**config.mk**
```make
export PLATFORM = sky130hd
export DESIGN_NAME = cms_event_trace_unit
export DESIGN_NICKNAME = d
export VERILOG_FILES = /design/src/rtl/cms_pkg.sv /design/src/rtl/cms_trace_fifo.sv /design/src/rtl/cms_event_trace_unit.sv
export SDC_FILE = /design/constraint.sdc
export NUM_CORES = 2
export LEC_CHECK = 0
export BUFFER_PORTS_ARGS = -buffer_cell sky130_fd_sc_hd__buf_2
export CORE_ASPECT_RATIO = 0.8
export CORE_MARGIN = 2
export CORE_UTILIZATION = 55
export CTS_BUF_LIST = sky130_fd_sc_hd__clkbuf_16
export DETAILED_ROUTE_END_ITERATION = 8
export PLACE_DENSITY = 0.73
export SETUP_SLACK_MARGIN = 0.05
export SLEW_MARGIN = 30
export SYNTH_ARGS = -nofsm -noshare
export SYNTH_HDL_FRONTEND = slang
export SYNTH_SLANG_ARGS = --single-unit
```
**constraint.sdc**
```tcl
create_clock -name clk -period 10.5 [get_ports clk]
set_input_delay 1.05 -clock clk [delete_from_list [all_inputs] [get_ports clk]]
set_output_delay 1.05 -clock clk [all_outputs]
set_load 0.005 [all_outputs]
```
**src/rtl/cms_pkg.sv**
```systemverilog
// Shared definitions for the CMS trace front end: opcodes, the WFI encoding,
// filter modes and the keep decision used by the trace filter.
package cms_pkg;

  localparam logic [6:0]  OPC_JAL       = 7'b1101111;
  localparam logic [6:0]  OPC_JALR      = 7'b1100111;
  localparam logic [6:0]  OPC_BRANCH    = 7'b1100011;
  localparam logic [31:0] CMS_WFI_INSTR = 32'h1050_0073;

  typedef enum logic [1:0] {
    MODE_ALL       = 2'd0,
    MODE_CTRL_FLOW = 2'd1,
    MODE_INDIRECT  = 2'd2,
    MODE_OFF       = 2'd3
  } filter_mode_e;

  // WFI is always kept so the end of program is visible in every mode.
  function automatic logic keep_instr(input logic [31:0] instr, input filter_mode_e mode);
    logic [6:0] opc;
    opc = instr[6:0];
    keep_instr = 1'b0;
    case (mode)
      MODE_ALL:       keep_instr = 1'b1;
      MODE_CTRL_FLOW: keep_instr = (opc == OPC_JAL) || (opc == OPC_JALR) || (opc == OPC_BRANCH);
      MODE_INDIRECT:  keep_instr = (opc == OPC_JALR);
      default:        keep_instr = 1'b0;
    endcase
    if (instr == CMS_WFI_INSTR) keep_instr = 1'b1;
  endfunction

endpackage

```
**src/rtl/cms_trace_fifo.sv**
```systemverilog
// First-word-fall-through packet buffer. The MSB of each entry is tlast; the
// tail entry's tlast can be set after the fact when a closing packet is lost.
module cms_trace_fifo #(
  parameter int WIDTH = 97,
  parameter int DEPTH = 16
) (
  input  logic             clk,
  input  logic             rst,
  input  logic             push,
  input  logic [WIDTH-1:0] push_data,
  input  logic             pop,
  input  logic             set_tail_last,
  output logic [WIDTH-1:0] head_data,
  output logic             full,
  output logic             empty
);

  localparam int AW = $clog2(DEPTH);

  logic [AW:0]      wr_ptr_q, wr_ptr_d;
  logic [AW:0]      rd_ptr_q, rd_ptr_d;
  logic [WIDTH-1:0] mem_q [DEPTH];
  logic [WIDTH-1:0] mem_d [DEPTH];
  logic [AW-1:0]    tail_idx;

  assign empty     = (wr_ptr_q == rd_ptr_q);
  assign full      = (wr_ptr_q[AW] != rd_ptr_q[AW]) && (wr_ptr_q[AW-1:0] == rd_ptr_q[AW-1:0]);
  assign tail_idx  = wr_ptr_q[AW-1:0] - AW'(1);
  // Gate the head so the output bus reads zero while nothing is buffered.
  assign head_data = empty ? '0 : mem_q[rd_ptr_q[AW-1:0]];

  // Pointer and storage updates for push, pop and late tlast marking.
  always_comb begin
    wr_ptr_d = wr_ptr_q;
    rd_ptr_d = rd_ptr_q;
    mem_d    = mem_q;
    if (push) begin
      mem_d[wr_ptr_q[AW-1:0]] = push_data;
      wr_ptr_d = wr_ptr_q + (AW+1)'(1);
    end
    if (pop && !empty) rd_ptr_d = rd_ptr_q + (AW+1)'(1);
    if (set_tail_last && !empty) mem_d[tail_idx][WIDTH-1] = 1'b1;
  end

  // Pointer registers; reset discards everything buffered.
  always_ff @(posedge clk) begin
    if (rst) begin
      wr_ptr_q <= '0;
      rd_ptr_q <= '0;
    end else begin
      wr_ptr_q <= wr_ptr_d;
      rd_ptr_q <= rd_ptr_d;
    end
  end

  // Entry storage; contents are only observable through valid pointers.
  always_ff @(posedge clk) begin
    mem_q <= mem_d;
  end

endmodule

```
**src/rtl/cms_event_trace_unit.sv**
```systemverilog
// Trace front end: filters committed instructions, attaches event counters
// accumulated since the previous packet, buffers packets and streams them
// out over AXI4-Stream with interval and end-of-program tlast.
// Optional feature macro: CMS_EVENT_COUNTERS_EN (builds the event counters
// and prepends them to each packet).
module cms_event_trace_unit
  import cms_pkg::*;
#(
  parameter int XLEN          = 64,
  parameter int NUM_EVENTS    = 4,
  parameter int EVENT_WIDTH   = 8,
  parameter int COUNTER_WIDTH = 16,
  parameter int FIFO_DEPTH    = 16,
`ifdef CMS_EVENT_COUNTERS_EN
  localparam int PKT_WIDTH    = NUM_EVENTS*COUNTER_WIDTH + XLEN + 32
`else
  localparam int PKT_WIDTH    = XLEN + 32
`endif
) (
  input  logic                              clk,
  input  logic                              rst,
  input  logic [31:0]                       instr,
  input  logic [XLEN-1:0]                   pc,
  input  logic                              pc_valid,
  input  logic [NUM_EVENTS*EVENT_WIDTH-1:0] events,
  input  logic [1:0]                        mode,
  input  logic [31:0]                       tlast_interval,
  output logic                              M_AXIS_tvalid,
  input  logic                              M_AXIS_tready,
  output logic [PKT_WIDTH-1:0]              M_AXIS_tdata,
  output logic                              M_AXIS_tlast,
  output logic [31:0]                       dropped_count,
  output logic                              program_finished
);

  logic                 is_wfi, push_req, pop, accept, drop;
  logic                 fifo_full, fifo_empty, pkt_last;
  logic [PKT_WIDTH:0]   head_entry, push_entry;
  logic [PKT_WIDTH-1:0] pkt_body;
  logic [31:0]          frame_q, frame_d;
  logic [31:0]          dropped_q, dropped_d;
  logic                 finished_q, finished_d;

  assign is_wfi   = (instr == CMS_WFI_INSTR);
  assign push_req = pc_valid && keep_instr(instr, filter_mode_e'(mode)) && !finished_q;
  assign pop      = !fifo_empty && M_AXIS_tready;
  // A pop frees a slot in the same cycle, so a full FIFO can still accept.
  assign accept   = push_req && (!fifo_full || pop);
  assign drop     = push_req && !accept;

`ifdef CMS_EVENT_COUNTERS_EN
  localparam int SUMW = ((COUNTER_WIDTH > EVENT_WIDTH) ? COUNTER_WIDTH : EVENT_WIDTH) + 1;
  localparam logic [COUNTER_WIDTH-1:0] CNT_MAX = '1;

  logic [COUNTER_WIDTH-1:0]            cnt_q [NUM_EVENTS];
  logic [COUNTER_WIDTH-1:0]            cnt_d [NUM_EVENTS];
  logic [NUM_EVENTS*COUNTER_WIDTH-1:0] cnt_field;

  // Saturating accumulate; the packet carries this cycle's increment too.
  always_comb begin
    logic [SUMW-1:0] sum;
    cnt_field = '0;
    for (int i = 0; i < NUM_EVENTS; i++) begin
      sum = SUMW'(cnt_q[i]) + SUMW'(events[i*EVENT_WIDTH +: EVENT_WIDTH]);
      cnt_d[i] = (sum > SUMW'(CNT_MAX)) ? CNT_MAX : sum[COUNTER_WIDTH-1:0];
      cnt_field[i*COUNTER_WIDTH +: COUNTER_WIDTH] = cnt_d[i];
      if (accept) cnt_d[i] = '0;
    end
  end

  // Counter registers.
  always_ff @(posedge clk) begin
    for (int i = 0; i < NUM_EVENTS; i++) begin
      if (rst) cnt_q[i] <= '0;
      else     cnt_q[i] <= cnt_d[i];
    end
  end

  assign pkt_body = {cnt_field, pc, instr};
`else
  logic unused_events;
  assign unused_events = ^events;
  assign pkt_body      = {pc, instr};
`endif

  // Frame counting and tlast decision for the packet being pushed.
  always_comb begin
    frame_d  = frame_q;
    pkt_last = 1'b0;
    if (accept) begin
      if (is_wfi || ((tlast_interval != 32'd0) && (frame_q + 32'd1 == tlast_interval))) begin
        pkt_last = 1'b1;
        frame_d  = '0;
      end else begin
        frame_d = frame_q + 32'd1;
      end
    end else if (drop && is_wfi) begin
      frame_d = '0;
    end
  end

  // Drop accounting and end-of-program latch.
  always_comb begin
    dropped_d  = dropped_q;
    finished_d = finished_q;
    if (drop && (dropped_q != 32'hFFFF_FFFF)) dropped_d = dropped_q + 32'd1;
    if (pc_valid && is_wfi) finished_d = 1'b1;
  end

  // Control registers.
  always_ff @(posedge clk) begin
    if (rst) begin
      frame_q    <= '0;
      dropped_q  <= '0;
      finished_q <= 1'b0;
    end else begin
      frame_q    <= frame_d;
      dropped_q  <= dropped_d;
      finished_q <= finished_d;
    end
  end

  assign push_entry = {pkt_last, pkt_body};

  cms_trace_fifo #(
    .WIDTH (PKT_WIDTH + 1),
    .DEPTH (FIFO_DEPTH)
  ) u_fifo (
    .clk           (clk),
    .rst           (rst),
    .push          (accept),
    .push_data     (push_entry),
    .pop           (pop),
    .set_tail_last (drop && is_wfi),
    .head_data     (head_entry),
    .full          (fifo_full),
    .empty         (fifo_empty)
  );

  assign M_AXIS_tvalid    = !fifo_empty;
  assign M_AXIS_tdata     = head_entry[PKT_WIDTH-1:0];
  assign M_AXIS_tlast     = head_entry[PKT_WIDTH];
  assign dropped_count    = dropped_q;
  assign program_finished = finished_q;

endmodule

```
==> out/results.ini <==
[min_path]
hold_class = reg -> reg

[sta]
tns_ps = 0
relSlewSlack = 0.320
rsz0062_at_grt = false
finClkSkew_ps = 25.5
tightest_slew_ps = 1020
finalCritPeriodShare = 0.600
max_clock_freq_mhz = 159
hold_violations = 0
setup_viol = 0
slew_viol_final = 0
fin_crit_ps = 6300

[setup_path]
cp-start-kind = register
worstSetupPathType = reg -> out
arrival_ps = 5250
crit_fanout = 48
cpPeakStageDelay_ps = 830
cp_slowest_cell = dfxtp_4
endpoint_kind = output port
crit_required_ps = 9450
crit_path_cell_trace = buf_4, buf_4, buf_6, mux4_2, mux4_2, nor2b_1, buf_2

[synth]
netlist_instances = 2974
syn_nets = 3150
synth-main-ff-cell = edfxtp_1
synth_seq_cells = 1627
avgSynthCellArea_sq_um = 21.5
synthArstFlopShare = 0
ys_warn_count = 0
mappedNetlistArea_sq_mm = 0.0640
synth-seq-area-share = 0.749
ys_types = 66
yosys-top-cells-area = edfxtp_1 72%, mux4_2 17%, dfxtp_1 2.8%
synth_top_cell_area_share = 0.720
synth_edf_count = 1536
yosys.area.top_type = edfxtp_1

[floorplan]
fp.dieW_microns = 386
coreArea_sq_mm = 0.115
die-area_sq_mm = 0.119
start_util = 0.557
die_h_microns = 309
pin_count = 297
rows = 111

[place]
dp_hpwl_mm = 72.4
place.gp.congestion = 0.897
port_buffers = 264
placed_area_sq_mm = 0.0672

[route]
routed_wl_mm = 145
avgRoutedWirePerCell_microns = 29.4
drt-initial-drc-count = 3407
drt_first_pass_iters = 5
drtAntennaViolNets = 0
viasPerCell = 6.37
vias = 31400
post-route-drc-count = 0

[clock_tree]
cts_tree = yes
cts_buffers = 155
ctsResizeCount = 0
cts_setup_buffers = 0
clkTransAtPathRegs_ps = 60
cts_max_level = 4
hold_buffers = 0
clock_path_buffers = 3
clk_latency_ps = 760
cts_root_buffer = clkbuf_16
clock_sinks = 1627

[layout]
final_layout_size_suffix_gt1_frac = 0.308
layout_commonest_cell = edfxtp_1
layout_common_cells = 1536 x edfxtp_1, 485 x mux4_2, 264 x buf_2
final_area_sq_mm = 0.0721
post-route-util = 0.627
syn_to_final_growth_pct = 12.6
nets = 3446

[grt]
grt_pass1_vias = 32300
antenna_found_initial = 20
grt.overflow.total = 0
grt_max_degree = 110
grt_pass1_wl_mm = 214
grtUsageTotal = 0.247

[pwr]
vdd.ir_drop.worst_mv = 0.146
power.density_mw_per_mm2 = 185
p_leak_nw = 22.5

[outcome]
status = complete, no violations

[run]
drv_cap = 0

## per-layer routing
metal  part of all wire  global-route usage
met2               0.50               0.405
met4              0.018              0.0580
met5            0.00092                   0
met3              0.081              0.0462
met1               0.40               0.349
## critical path, delay by kind of cell, from the launching register on
| kind | cells | cell delay, ps |
|---|---|---|
| buffers and inverters | 4 | 2190 |
| DFF | 1 | 830 |
| and+or+nand+nor | 1 | 200 |
| muxes | 2 | 1090 |
## logic make-up (layout without fill, tap and decap cells)
| kind of cell | after synthesis | after routing | synth area share |
|---|---|---|---|
| multiplexers | 504 | 504 | 0.174 |
| AND/OR/NAND/NOR | 457 | 457 | 0.0397 |
| adder cells (fa/ha/maj) | 10 | 10 | 0.00195 |
| flip-flops | 1627 | 1627 | 0.749 |
| other | 0 | 4 | 0 |
| buffers and inverters | 181 | 606 | 0.0116 |
| XOR/XNOR | 91 | 91 | 0.0131 |
| AO/OA/AOI/OAI | 104 | 104 | 0.0114 |
## metrics by stage
step	hold WS [ps]	power [mW]	std cells	setup WS [ps]
global route	518	13.7	4926	3750
global placement	490	8.21	4635	4600
finish	496	13.3	4928	4200
detailed placement	493	8.24	4636	4510
floorplan	473	7.89	2974	352
CTS	501	13.4	4922	3760
## path summary, 6_finish.rpt
kind                                    startpoint                to  slack [ps]  depth (start not counted)
worst min-delay path                   frame_q[30]       frame_q[30]         500                          1
worst min register to register         frame_q[30]       frame_q[30]         500                          1
worst max-delay path            u_fifo.rd_ptr_q[0]  M_AXIS_tdata[70]        4200                          7
worst max register to register          frame_q[0]        frame_q[6]        6390                         11
## report_power, final
part	internal, mW	switching [mW]
Combinational	0.470	0.484
Clock	2.88	2.34
Sequential	7.11	0.0233
Total	10.5	2.84
## cell usage after synthesis, types with 5 or more instances
library cell,count
clkbuf_1,111
and2_1,6
nor2b_1,105
nand2_1,54
xnor2_1,37
nor2_1,82
ha_1,10
or2_2,12
mux4_2,485
nand3b_1,5
buf_2,20
a21oi_1,11
xor2_1,51
o21ai_0,12
inv_1,9
and4_1,17
edfxtp_1,1536
or3_1,6
nor3_1,16
mux2i_1,18
dfxtp_1,91
o211ai_1,6
buf_1,34
nor4_1,21
nand3_1,52
and3_1,18
a22o_1,8
nand4_1,38
nand2b_1,7
a31oi_1,32
## final cells by class
cell class | instances | area, sq um
sequential | 1627 | 48000
inverter | 9 | 33.8
antenna | 4 | 10.0
clock buffer | 159 | 3980
fill | 7646 | 42900
multi-input combinational | 1166 | 15500
timing repair buffer | 311 | 1910
clock inverter | 127 | 805
tap | 1525 | 1910
No activity file was read; power rests on OpenSTA's default activity.
